File: src/rtl/ppu_pkg.sv
// rtl/ppu_pkg.sv - shared PPU mode, memory map and arbiter state definitions
package ppu_pkg;

  // PPU mode as presented on mode_in
  typedef enum logic [1:0] {
    HBLANK   = 2'd0,
    VBLANK   = 2'd1,
    OAM_SCAN = 2'd2,
    DRAW     = 2'd3
  } ppu_state_t;

  localparam logic [15:0] OAM_LO  = 16'hFE00;
  localparam logic [15:0] OAM_HI  = 16'hFE9F;
  localparam logic [15:0] VRAM_LO = 16'h8000;
  localparam logic [15:0] VRAM_HI = 16'h9FFF;

  // clocks a read may wait for mem_data_valid_in before 8'hFF is returned
  localparam int TIMEOUT = 8;

  typedef enum logic [1:0] {
    ARB_IDLE   = 2'd0,
    ARB_PPU_RD = 2'd1,
    ARB_CPU_RD = 2'd2,
    ARB_CPU_WR = 2'd3
  } arb_state_t;

  function automatic logic in_range(input logic [15:0] addr,
                                    input logic [15:0] lo,
                                    input logic [15:0] hi);
    return (addr >= lo) && (addr <= hi);
  endfunction

endpackage

File: src/rtl/ppu_cpu_lock.sv
// rtl/ppu_cpu_lock.sv - CPU access lockout decoder for OAM and VRAM
// Ports:
//   addr    CPU address being decoded
//   mode    current PPU mode
//   lcd_en  LCDC[7]; lockout only applies while the LCD is on
//   locked  1 when the CPU must not touch this address in this mode
module ppu_cpu_lock
  import ppu_pkg::*;
(
  input  logic [15:0] addr,
  input  logic [1:0]  mode,
  input  logic        lcd_en,
  output logic        locked
);

  ppu_state_t ppu_mode;
  logic       oam_hit;
  logic       vram_hit;

  always_comb begin
    ppu_mode = ppu_state_t'(mode);
    oam_hit  = in_range(addr, OAM_LO, OAM_HI);
    vram_hit = in_range(addr, VRAM_LO, VRAM_HI);
    locked   = lcd_en &&
               ((oam_hit  && (ppu_mode == OAM_SCAN || ppu_mode == DRAW)) ||
                (vram_hit && (ppu_mode == DRAW)));
  end

endmodule

File: src/rtl/ppu_mem_arbiter.sv
// rtl/ppu_mem_arbiter.sv - VRAM/OAM port arbiter between PPU fetch and CPU
// Ports:
//   clk_in, rst_in, tclk_in           clock, sync active-high reset, T-cycle enable
//   mode_in, lcd_en_in                PPU mode and LCD enable for lockout
//   ppu_addr_in/_valid_in             PPU read request (level)
//   ppu_data_out/_valid_out           PPU read data, one-clk valid
//   cpu_addr/wdata/we/req_in          CPU request, held until cpu_ready_out
//   cpu_ready_out                     one-clk accept pulse
//   cpu_rdata_out/_valid_out          CPU read data, one-clk valid
//   mem_addr/wdata/we/req_out         memory request, one-clk pulse
//   mem_data_in/_valid_in             memory read return
//   blocked_count_out                 saturating count of locked CPU accesses
module ppu_mem_arbiter
  import ppu_pkg::*;
(
  input  logic        clk_in,
  input  logic        rst_in,
  input  logic        tclk_in,
  input  logic [1:0]  mode_in,
  input  logic        lcd_en_in,
  input  logic [15:0] ppu_addr_in,
  input  logic        ppu_addr_valid_in,
  output logic [7:0]  ppu_data_out,
  output logic        ppu_data_valid_out,
  input  logic [15:0] cpu_addr_in,
  input  logic [7:0]  cpu_wdata_in,
  input  logic        cpu_we_in,
  input  logic        cpu_req_in,
  output logic        cpu_ready_out,
  output logic [7:0]  cpu_rdata_out,
  output logic        cpu_rdata_valid_out,
  output logic [15:0] mem_addr_out,
  output logic [7:0]  mem_wdata_out,
  output logic        mem_we_out,
  output logic        mem_req_out,
  input  logic [7:0]  mem_data_in,
  input  logic        mem_data_valid_in,
  output logic [15:0] blocked_count_out
);

  arb_state_t  state_q, state_d;
  logic [3:0]  tmo_q, tmo_d;
  logic        blk_rd_q, blk_rd_d;   // locked CPU read owes an 8'hFF next clk
  logic        cpu_locked;

  logic [15:0] mem_addr_d;
  logic [7:0]  mem_wdata_d;
  logic        mem_we_d, mem_req_d;
  logic        cpu_ready_d;
  logic [7:0]  cpu_rdata_d, ppu_data_d, rd_data;
  logic        cpu_valid_d, ppu_valid_d;
  logic [15:0] blocked_d;

  ppu_cpu_lock u_lock (
    .addr   (cpu_addr_in),
    .mode   (mode_in),
    .lcd_en (lcd_en_in),
    .locked (cpu_locked)
  );

  always_comb begin
    state_d     = state_q;
    tmo_d       = tmo_q;
    blk_rd_d    = 1'b0;
    mem_addr_d  = mem_addr_out;
    mem_wdata_d = mem_wdata_out;
    mem_we_d    = 1'b0;
    mem_req_d   = 1'b0;
    cpu_ready_d = 1'b0;
    cpu_rdata_d = cpu_rdata_out;
    cpu_valid_d = 1'b0;
    ppu_data_d  = ppu_data_out;
    ppu_valid_d = 1'b0;
    blocked_d   = blocked_count_out;
    rd_data     = mem_data_valid_in ? mem_data_in : 8'hFF;

    if (blk_rd_q) begin
      cpu_rdata_d = 8'hFF;
      cpu_valid_d = 1'b1;
    end

    case (state_q)
      ARB_IDLE: begin
        tmo_d = '0;
        if (tclk_in) begin
          if (ppu_addr_valid_in) begin
            mem_req_d  = 1'b1;
            mem_addr_d = ppu_addr_in;
            state_d    = ARB_PPU_RD;
          // cpu_ready_out high means the held request was just accepted;
          // do not serve it a second time in its accept cycle
          end else if (cpu_req_in && !cpu_ready_out) begin
            cpu_ready_d = 1'b1;
            if (cpu_locked) begin
              if (blocked_count_out != 16'hFFFF)
                blocked_d = blocked_count_out + 16'd1;
              blk_rd_d = !cpu_we_in;
            end else begin
              mem_req_d   = 1'b1;
              mem_we_d    = cpu_we_in;
              mem_addr_d  = cpu_addr_in;
              mem_wdata_d = cpu_wdata_in;
              state_d     = cpu_we_in ? ARB_CPU_WR : ARB_CPU_RD;
            end
          end
        end
      end
      ARB_CPU_WR: state_d = ARB_IDLE;
      ARB_PPU_RD, ARB_CPU_RD: begin
        if (mem_data_valid_in || tmo_q == 4'(TIMEOUT - 1)) begin
          if (state_q == ARB_PPU_RD) begin
            ppu_data_d  = rd_data;
            ppu_valid_d = 1'b1;
          end else begin
            cpu_rdata_d = rd_data;
            cpu_valid_d = 1'b1;
          end
          tmo_d   = '0;
          state_d = ARB_IDLE;
        end else begin
          tmo_d = tmo_q + 4'd1;
        end
      end
      default: state_d = ARB_IDLE;
    endcase
  end

  always_ff @(posedge clk_in) begin
    if (rst_in) begin
      state_q             <= ARB_IDLE;
      tmo_q               <= '0;
      blk_rd_q            <= 1'b0;
      mem_addr_out        <= '0;
      mem_wdata_out       <= '0;
      mem_we_out          <= 1'b0;
      mem_req_out         <= 1'b0;
      cpu_ready_out       <= 1'b0;
      cpu_rdata_out       <= 8'h00;
      cpu_rdata_valid_out <= 1'b0;
      ppu_data_out        <= 8'h00;
      ppu_data_valid_out  <= 1'b0;
      blocked_count_out   <= '0;
    end else begin
      state_q             <= state_d;
      tmo_q               <= tmo_d;
      blk_rd_q            <= blk_rd_d;
      mem_addr_out        <= mem_addr_d;
      mem_wdata_out       <= mem_wdata_d;
      mem_we_out          <= mem_we_d;
      mem_req_out         <= mem_req_d;
      cpu_ready_out       <= cpu_ready_d;
      cpu_rdata_out       <= cpu_rdata_d;
      cpu_rdata_valid_out <= cpu_valid_d;
      ppu_data_out        <= ppu_data_d;
      ppu_data_valid_out  <= ppu_valid_d;
      blocked_count_out   <= blocked_d;
    end
  end

endmodule
File: config.mk
export PLATFORM = sky130hd
export DESIGN_NAME = ppu_mem_arbiter
export DESIGN_NICKNAME = d
export VERILOG_FILES = /design/src/rtl/ppu_pkg.sv /design/src/rtl/ppu_cpu_lock.sv /design/src/rtl/ppu_mem_arbiter.sv
export SDC_FILE = /design/constraint.sdc
export NUM_CORES = 1
export LEC_CHECK = 0
export CORE_MARGIN = 2
export CORE_UTILIZATION = 40
export CTS_CLUSTER_DIAMETER = 120
export DETAILED_ROUTE_END_ITERATION = 10
export HOLD_SLACK_MARGIN = 0.02
export PLACE_DENSITY = 0.88
export SLEW_MARGIN = 15
export SYNTH_ARGS = -nofsm -noshare
export SYNTH_HDL_FRONTEND = slang
export SYNTH_HIERARCHICAL = 1
export SYNTH_SLANG_ARGS = --single-unit
File: constraint.sdc
create_clock -name clk_in -period 2.05 [get_ports clk_in]
set_input_delay 0.3075 -clock clk_in [delete_from_list [all_inputs] [get_ports clk_in]]
set_output_delay 0.3075 -clock clk_in [all_outputs]
set_load 0.01 [all_outputs]
**Word level (Yosys, flattened, before mapping)**

Index checks and enable logic that the tools add are counted.

- Word-level logic and storage cells: 89
- Register bits: 68
- Output and inout port bits: 61
- Input port bits: 58

- Mux-type cells: 26
- $lt $le $gt $ge: 4
- Add/subtract/negate cells: 2
- Equal/unequal tests: 12
- Reduce and logical (&&, ||, !) cells: 25
- Bitwise logic cells: 7

Operators by type and width:

| cell | count |
|---|---|
| 16-bit 2-to-1 mux | 3 |
| 8-bit 2-to-1 mux | 5 |
| 16-bit greater-or-equal comparator (second input constant) | 2 |
| 16-bit less-or-equal comparator (second input constant) | 2 |
| 16-bit by 1-bit adder with 16-bit output (second input constant) | 1 |
| 16-bit != test (second input constant) | 1 |
| 6-bit OR reduction | 2 |
| 1-bit 2-to-1 mux | 10 |
| 2-bit 2-to-1 mux | 5 |
| 2-bit == test (second input constant) | 4 |
| 4-bit case mux with 2 select lines | 1 |
| 4-bit AND reduction | 2 |
| 1-bit NOT | 7 |
| 1-bit logical AND | 6 |
| 2-bit != test (second input constant) | 3 |
| 3-bit != test (second input constant) | 2 |
| 2-bit case mux with 3 select lines | 1 |
| 6-bit AND reduction | 1 |
| 3-bit OR reduction | 2 |
| 5-bit AND reduction | 1 |
| 4-bit by 1-bit adder with 4-bit output (second input constant) | 1 |
| 4-bit by 3-bit == test with 1-bit output (second input constant) | 1 |
| 4-bit 2-to-1 mux | 1 |
| 2-bit nonzero test | 2 |
| other kinds (7) | 10 |

**Logic depth before layout (Yosys ltp)**

- Depth in word-level cells: 10
- Mapped depth: 8
- Mapped depth without buffers: 7

**By module**

The synthesis kept the hierarchy.

Modules (own cells, without submodules):

| module | seq. area each (sq um) | times used | cells each | area an instance (sq um) |
|---|---|---|---|---|
| ppu_mem_arbiter | 1361.3 | 1 | 325 | 3145.5 |
| ppu_cpu_lock | 0.0 | 1 | 7 | 42.5 |

**Worst setup path before layout**

Ideal clock, no wire load.

- Path kind: input port to flip-flop
- From: input port cpu_addr_in[8]
- To: register blocked_count_out[14]
- Setup slack: -0.125 ns
- Data required time: 1.927 ns
- Setup time: 0.123 ns
- Data arrival time: 2.051 ns
- Path buffers: 0
- Stages on the path: 7
- Cells stage by stage: and4b_1 > nand4_1 > a21oi_1 > and4bb_4 > nand4_4 > nor4_1 > mux2_1

- Cells in the longest elaborated chain, start to end: 6
- Elaborated cells on any way between the ends: 11
- Classes of those cells: 4 x order compare; 7 x reduce/logical

RTL lines:

| what | RTL line | text |
|---|---|---|
| from (decl) | ppu_mem_arbiter.sv:25 | `input logic [15:0] cpu_addr_in,` |
| 16-bit greater-or-equal comparator or 16-bit less-or-equal comparator (tied branches) | ppu_pkg.sv:30 | `return (addr >= lo) && (addr <= hi);` |
| 1-bit logical AND | ppu_pkg.sv:30 |  |
| 1-bit logical AND (on tied branches) | ppu_cpu_lock.sv:25, ppu_cpu_lock.sv:26 |  |
| 1-bit logical OR * | ppu_cpu_lock.sv:25 | `((oam_hit && (ppu_mode == OAM_SCAN \|\| ppu_mode == DRAW)) \|\|` |
| 1-bit logical AND * | ppu_cpu_lock.sv:24 | `locked = lcd_en &&` |
| named net cpu_locked | ppu_mem_arbiter.sv:44 | `logic cpu_locked;` |
| 6-bit AND reduction (no line) * | - |  |
| to (signal assigned) | ppu_mem_arbiter.sv:156 | `blocked_count_out <= blocked_d;` |
| to (decl) | ppu_mem_arbiter.sv:38 | `output logic [15:0] blocked_count_out` |

The timed path passes the listed nets; every way through them passes the cells marked *.
A chain may end at the register's enable or synchronous reset.

**Worst setup path in the final report**

- From: input port cpu_addr_in[10]
- To: register blocked_count_out[8]

Same word-level chain as after synthesis.

==> results.rst <==
.. list-table::
   :header-rows: 1

   * - Metric
     - Value
   * - Cell chosen for the clock root
     - sky130_fd_sc_hd__clkbuf_8
   * - Most area-hungry cell type in the Yosys netlist
     - sky130_fd_sc_hd__dfxtp_1
   * - Setup ws final
     - 0.08548 ns
   * - Count of distinct cell types in the synthesized netlist
     - 51
   * - Relative area change from synthesis to final layout
     - 54.95%
   * - IO Pins
     - 119
   * - Top Layer Used
     - met4
   * - Fraction of synthesis flops using an asynchronous set or reset pin
     - 0
   * - Met3 layer wire length in the routed design
     - 526 um
   * - Final worst path period need
     - 1.965 ns
   * - Remaining antenna violation count after routing
     - 0
   * - Number of max-capacitance violations reported
     - 0
   * - Number of register bits inferred by synthesis
     - 68
   * - Height of the die
     - 93.28 um
   * - Die Wd
     - 93.28 um
   * - Worst max-slew margin expressed relative to the limit
     - 0.5984
   * - Worst min-delay path class
     - in2reg
   * - Most used standard cell by instance count after synthesis
     - sky130_fd_sc_hd__dfxtp_1
   * - Gr usage total
     - 0.2015
   * - Biggest area contributors in the synthesized netlist
     - sky130_fd_sc_hd__dfxtp_1 43%, sky130_fd_sc_hd__a211oi_1 8.7%, sky130_fd_sc_hd__mux2i_1 8.5%, sky130_fd_sc_hd__nor2_1 7.4%, sky130_fd_sc_hd__nor2b_1 2.6%
   * - Actual transition at the worst max-transition pin
     - 0.6025 ns
   * - Pwr per Cell Area
     - 865.9 nW/um^2
   * - Outcome
     - finished, final reports clean
   * - Per-cell via count in the routed design
     - 5.152
   * - Max Clock Freq
     - 0.5090 GHz
   * - Filler Cell Count
     - 631
   * - Utilization of the core after routing
     - 0.6392
   * - Residual overflow from global routing
     - 0
   * - Post-layout net count
     - 528
   * - Maximum number of pins on one net before global-route repair
     - 34
   * - Core box area
     - 7727 um^2
   * - Initial antenna violation count
     - 0
   * - TritonRoute pass-1 iters
     - 4
   * - Site Rows
     - 32
   * - Wire length of the first global-routing pass
     - 14,010 um
   * - Yosys Warn Count
     - 6
   * - Unrepaired setup endpoints after global routing
     - false
   * - Cell count after synthesis
     - 332
   * - Share of the clock period used by the worst path
     - 0.9583
   * - Post-synthesis sequential area ratio
     - 0.4270
   * - Deepest level of the CTS H-tree
     - 3
   * - Number of vias after detailed routing
     - 2,942
   * - Initial standard-cell utilization of the core
     - 0.4126
   * - Placement-stage worst setup slack
     - -0.5348 ns
   * - Avg Cell Area, Syn
     - 9.603 um^2
   * - Wirelength per Cell
     - 14.91 um
   * - Worst-path clk slew
     - 0.07 ns
   * - Routed length on met1
     - 3540 um
   * - Required @ worst endpoint
     - 2.28 ns
   * - Endpoint kind of the worst setup timing path
     - flip-flop
   * - Setup Crit Path Kind
     - in2reg
   * - DP Wirelength
     - 6244 um
   * - Fraction of layout cells with a size suffix above 1
     - 0.1599
   * - Total of hold buffers inserted after clock tree synthesis
     - 0
   * - Arrival time reported for the critical path endpoint
     - 2.19 ns
   * - Number of enable-type register cells in the synthesized netlist
     - 0
   * - Clock buffer depth
     - 2
   * - Clock network latency to the later pin of the worst-skew pair
     - 0.34 ns
   * - Detailed-route DRC error count
     - 0
   * - Die ar.
     - 8700 um^2
   * - Final count of hold timing violations
     - 0
   * - TritonCTS clock tree
     - built
   * - Max Clock Skew
     - 0.006642 ns
   * - Fraction of post-synthesis cell area in the top cell type by area
     - 0.4270
   * - Clock net sink count
     - 68
   * - Area of the mapped netlist
     - 3188 um^2
   * - Placer Congestion
     - 0.8214
   * - Launching element type of the critical path
     - primary input
   * - Total negative slack
     - 0 ns
   * - Maximum fanout encountered on the critical timing path
     - 4
   * - WL final
     - 8513 um
   * - Endpoints failing setup
     - 0
   * - Ant. Diodes
     - 0
   * - Nets in the synthesized netlist
     - 396
   * - Sum of internal, switching and leakage power
     - 0.004277 W
   * - Commonest cells in the synthesized netlist
     - 68 x sky130_fd_sc_hd__dfxtp_1, 63 x sky130_fd_sc_hd__nor2_1, 37 x sky130_fd_sc_hd__a211oi_1, 27 x sky130_fd_sc_hd__mux2i_1, 13 x sky130_fd_sc_hd__nor2b_1
   * - Max-slew violation count
     - 0
   * - Via count of the first global-routing pass
     - 3,003
   * - Top FF cell, synth
     - sky130_fd_sc_hd__dfxtp_1
   * - Worst vdd ir
     - 0.5158 mV
   * - Port Buf Inserts
     - 118
   * - Routed length on met2
     - 4326 um
   * - Cell leakage power
     - 1.876 nW
   * - Number of buffers created by CTS
     - 9
   * - Iteration-0 DRC count of the detailed router
     - 89
-- per-layer routing --
layer	vias to the layer above	global-route usage
met4	0	0.07843
met2	83	0.3507
met1	1392	0.2369
met3	13	0.05077
li1	1454	-
met5	-	0
-- through the flow --
stage | cell area [um^2] | hold WS, ns | std cells
floorplan | 3198 | 0.3842 | 332
CTS | 4885 | 0.4475 | 571
global route | 4940 | 0.3765 | 571
detailed placement | 4568 | 0.4910 | 551
global placement | 4568 | 0.4636 | 551
finish | 4940 | 0.3316 | 571
-- area by class of cell --
cell class	instances	area, um^2	area share
Sequential cell	68	1361	0.2756
Inverter	7	26.28	0.005319
Timing Repair Buffer	140	1408	0.2850
Clock buffer	10	127.6	0.02584
Clock inverter	6	88.84	0.01798
Multi-Input combinational cell	238	1800	0.3645
Tap cell	102	127.6	0.02584
-- report_power, final --
part / internal (W) / switching [W] / leakage [nW] / total, W
clock: 0.000685 / 0.000521 / 0.102 / 0.00121
sequential: 0.00153 / 0.000118 / 0.554 / 0.00165
combinational: 0.000762 / 0.000661 / 1.22 / 0.00142
-- placed cells by master, fill, tap and decap left out, types with 6 or more instances in the layout --
master	synthesis	final
sky130_fd_sc_hd__buf_4	0	15
sky130_fd_sc_hd__clkbuf_8	0	9
sky130_fd_sc_hd__nand3_1	7	7
sky130_fd_sc_hd__ha_1	6	6
sky130_fd_sc_hd__inv_1	7	7
sky130_fd_sc_hd__nor3_1	8	8
sky130_fd_sc_hd__nor2b_1	13	13
sky130_fd_sc_hd__nor2_1	63	63
sky130_fd_sc_hd__mux2i_1	27	27
sky130_fd_sc_hd__clkdlybuf4s50_1	0	104
sky130_fd_sc_hd__nand2_1	11	11
sky130_fd_sc_hd__a211oi_1	37	34
sky130_fd_sc_hd__dfxtp_1	68	68
-- registers in the layout, summed over array words and instances, names as in the netlist, 2 cells and up --
name / cells
blocked_count_out: 16
mem_addr_out: 16
cpu_rdata_out: 8
mem_wdata_out: 8
ppu_data_out: 8
tmo_q: 4
state_q: 2
-- repair_timing --
action | 4_1_cts | 5_1_grt
gates cloned | 0 | 0
setup buffers | 4 | 0
endpoints found under the setup margin | 12 | 22
pin swaps | 14 | 6
gates resized for setup | 21 | 18
-- critical path, stage by stage --
cell and delay, ns:
sky130_fd_sc_hd__clkdlybuf4s15_1 0.19, sky130_fd_sc_hd__and4b_1 0.20, sky130_fd_sc_hd__nand4_1 0.11, sky130_fd_sc_hd__a21oi_2 0.17, sky130_fd_sc_hd__and4bb_4 0.31, sky130_fd_sc_hd__nand4_4 0.19, sky130_fd_sc_hd__buf_6 0.18, sky130_fd_sc_hd__a211oi_4 0.21
sky130_fd_sc_hd__mux2_4 0.32
-- final timing paths --
kind                                 from                                end  slack (ns)  cells after the start
setup / recovery          cpu_addr_in[10]  blocked_count_out[8]$_SDFFE_PP0P_        0.09                      9
hold / removal             cpu_addr_in[8]       mem_addr_out[8]$_SDFFE_PP0P_        0.33                      3
setup reg to reg  state_q[1]$_SDFFE_PP0P_  blocked_count_out[8]$_SDFFE_PP0P_        0.09                      7
hold reg to reg   state_q[1]$_SDFFE_PP0P_            state_q[1]$_SDFFE_PP0P_        0.50                      2
-- kinds of logic (layout without fill, tap and decap cells) --
family / count (synthesis) / after routing / share of synthesized area
buf+inv: 26 / 163 / 0.04160
fa+ha+maj: 6 / 6 / 0.02355
flops: 68 / 68 / 0.4270
simple gates: 135 / 135 / 0.2347
xor+xnor: 3 / 3 / 0.008243
compound gates: 54 / 54 / 0.1330
mux: 40 / 40 / 0.1319
Power figures use the tool's default switching activity.
==> edit, RTL diff (same flow settings) <==
Register the output `blocked_count_out` once more, with the module's reset; this adds one clock of latency there. The other outputs are not delayed to match.
--- a/src/rtl/ppu_mem_arbiter.sv
+++ b/src/rtl/ppu_mem_arbiter.sv
@@ -38,6 +38,8 @@
   output logic [15:0] blocked_count_out
 );
 
+  logic [15:0] blocked_count_s0;
+
   arb_state_t  state_q, state_d;
   logic [3:0]  tmo_q, tmo_d;
   logic        blk_rd_q, blk_rd_d;   // locked CPU read owes an 8'hFF next clk
@@ -71,7 +73,7 @@
     cpu_valid_d = 1'b0;
     ppu_data_d  = ppu_data_out;
     ppu_valid_d = 1'b0;
-    blocked_d   = blocked_count_out;
+    blocked_d   = blocked_count_s0;
     rd_data     = mem_data_valid_in ? mem_data_in : 8'hFF;
 
     if (blk_rd_q) begin
@@ -92,8 +94,8 @@
           end else if (cpu_req_in && !cpu_ready_out) begin
             cpu_ready_d = 1'b1;
             if (cpu_locked) begin
-              if (blocked_count_out != 16'hFFFF)
-                blocked_d = blocked_count_out + 16'd1;
+              if (blocked_count_s0 != 16'hFFFF)
+                blocked_d = blocked_count_s0 + 16'd1;
               blk_rd_d = !cpu_we_in;
             end else begin
               mem_req_d   = 1'b1;
@@ -139,7 +141,7 @@
       cpu_rdata_valid_out <= 1'b0;
       ppu_data_out        <= 8'h00;
       ppu_data_valid_out  <= 1'b0;
-      blocked_count_out   <= '0;
+      blocked_count_s0    <= '0;
     end else begin
       state_q             <= state_d;
       tmo_q               <= tmo_d;
@@ -153,7 +155,15 @@
       cpu_rdata_valid_out <= cpu_valid_d;
       ppu_data_out        <= ppu_data_d;
       ppu_data_valid_out  <= ppu_valid_d;
-      blocked_count_out   <= blocked_d;
+      blocked_count_s0    <= blocked_d;
+    end
+  end
+
+  always_ff @(posedge clk_in) begin
+    if (rst_in) begin
+      blocked_count_out <= '0;
+    end else begin
+      blocked_count_out <= blocked_count_s0;
     end
   end
 
Function: changed (a bounded check fails within 4 cycles, from zero or initial values and one cycle with rst_in high).
==> edit against the unedited design <==
  * Design area increased by 6.7%
  * Combinational power hardly changed
  * Worst setup slack worse by 0.045 ns
  * Area after synthesis is 7.8% higher
  * Clock skew rose by 0.0051 ns
  * Wire length rose by 7.9%
  * Sequential cell count grew 16
  * Non-clock buffer count is 1 higher
  * Sequential power grew 19%
  * Power rose by 12%
  * Critical path type unchanged
  * Critical endpoint is now state_q[0]
  * Largest power group unchanged
  * Highest routed layer unchanged
==> edit: results <==
metrics = {
    "outcome": {
        "status": "finished clean",
    },
    "detailed_routing": {
        "drtPass1Iterations": 4,
        "viasPerCell": 5.33,
        "drt_iter0_markers": 100,
        "drt-wirelength-per-cell_microns": 15.2,
    },
    "placement": {
        "dpl_worst_slack_ns": -0.666,
        "dp_hpwl_mm": 6.47,
        "globalplace.congestion": 0.816,
        "placed_cells": 580,
        "placed_area_sq_um": 4780,
    },
    "synthesis": {
        "synth_xor_area_share_pct": 0.764,
        "synth_mux_area_share_pct": 9.50,
        "ys_seq_area_share_pct": 48.9,
        "syn_area_per_cell_sq_um": 9.50,
        "ys_warn_count": 6,
        "synthesis.nets": 426,
        "ys_types": 47,
        "yosys.area_share.adder_pct": 2.18,
        "synthTopCellsByCount": "84 x dfxtp_1, 55 x nor2_1, 35 x a211oi_1",
        "ys_async_sr_fraction_pct": 0,
        "synth_compound_area_share_pct": 14.7,
        "synthTopCellsByArea": "dfxtp_1 49%, a211oi_1 7.6%, nor2_1 6.0%",
    },
    "finish": {
        "diodes": 0,
        "reg_top3": "blocked_count_out: 16 flops, blocked_count_s0: 16 flops, mem_addr_out: 16 flops",
        "final_cells": 603,
        "drive_gt1_share_pct": 15.3,
        "num-nets-final": 557,
        "fillCellCount": 603,
    },
    "global_route": {
        "grt_max_degree": 38,
        "grt_pass1_wl_mm": 14.4,
        "track_usage_pct": 18.6,
        "grt_antenna_before_repair": 0,
        "grt_pass1_vias": 3141,
    },
    "clock_network": {
        "worstSkewPairLatency_ns": 0.36,
        "htreeDepth": 3,
        "cts_root_buffer": "clkbuf_8",
        "numCtsBuffers": 9,
        "path_clk_slew_ns": 0.08,
        "clk_path_buf_depth": 2,
    },
    "critical_path": {
        "slowest_stage": "or3b_4",
        "r2r_start": "state_q[0]",
        "reg2reg_slack_ns": 0.09,
        "arrival_ns": 2.25,
        "slowest_delay_ns": 0.41,
        "reg2reg_depth": 6,
        "r2r_end": "blocked_count_s0[10]",
        "critPathMaxFanout": 4,
    },
    "hold_path": {
        "hold_end": "mem_addr_out[8]",
        "hold_depth": 3,
        "hold_path.class": "input port to flop",
    },
    "timing": {
        "clock_skew_ns": 0.0118,
        "whs_ns": 0.320,
        "max_slew_margin_pct": 55.6,
    },
    "power": {
        "ir_worst_vdd_uv": 528,
        "p_leak_nw": 2.01,
        "swShare_pct": 28.7,
    },
}
edit: cell types whose count changed after synthesis, moves of 4 or more:
| cell | before | now |
|---|---|---|
| dfxtp_1 | 68 | 84 |
| a21oi_1 | 4 | 16 |
| mux2i_1 | 27 | 18 |
| o21ai_0 | 1 | 10 |
| nor2_1 | 63 | 55 |
| nand2_1 | 11 | 15 |
edit: kinds of logic after synthesis:
kind of cell	count (synthesis)
xor gates and xnor gates	3
adders and majority gates	6
DFF	84
muxes	31
buffers and inverters	29
AOI/OAI and AO/OA	74
and+or+nand+nor	135
edit: final cells by class:
cell class / count / area (sq um) / area share, %
Tap cell: 105 / 131 / 2.49
Multi-Input combinational cell: 250 / 1810 / 34.4
Inverter: 7 / 26.3 / 0.499
Sequential cell: 84 / 1680 / 31.9
Clock buffer: 10 / 128 / 2.42
Timing Repair Buffer: 141 / 1380 / 26.2
Clock inverter: 6 / 111 / 2.11
edit: timing repair:
action / 4_1_cts / 5_1_grt
pin swaps: 12 / 14
buffers inserted: 1 / 4
setup endpoints to repair: 32 / 28
cloned: 1 / 1
resized for setup: 25 / 30
edit: worst max path at each step:
| stage | end | slack [ns] | start |
|---|---|---|---|
| detailed placement | blocked_count_s0[7] | -0.67 | cpu_addr_in[11] |
| floorplan | blocked_count_s0[11] | 0.007 | cpu_addr_in[8] |
| finish | state_q[0] | 0.04 | mode_in[1] |
| CTS | state_q[0] | -0.01 | cpu_addr_in[7] |
| global route | blocked_count_s0[10] | -0.003 | cpu_addr_in[6] |
| global placement | blocked_count_s0[11] | -0.55 | cpu_addr_in[11] |
edit: per-layer routing:
metal	vias to the layer above	share of wire, %	track usage, %
met5	-	0	0
met4	0	1.6	6.83
met3	13	8.2	6.58
met2	112	51	33.1
met1	1532	39	20.3
li1	1558	-	-
edit: power by group through the flow:
stage	logic (mW)	registers (mW)	clock network, mW
2_1_floorplan	0.580	2.07	0
3_3_place_gp	1.30	1.99	0
3_5_place_dp	1.35	1.99	0
4_1_cts	1.38	1.96	1.42
5_1_grt	1.54	1.98	1.49
6_report	1.42	1.96	1.40
edit: critical path, delay by kind of cell:
kind	cells	cell delay (ns)
buf+inv	3	0.66
mux	1	0.32
simple gates	2	0.50
compound gates	3	0.45
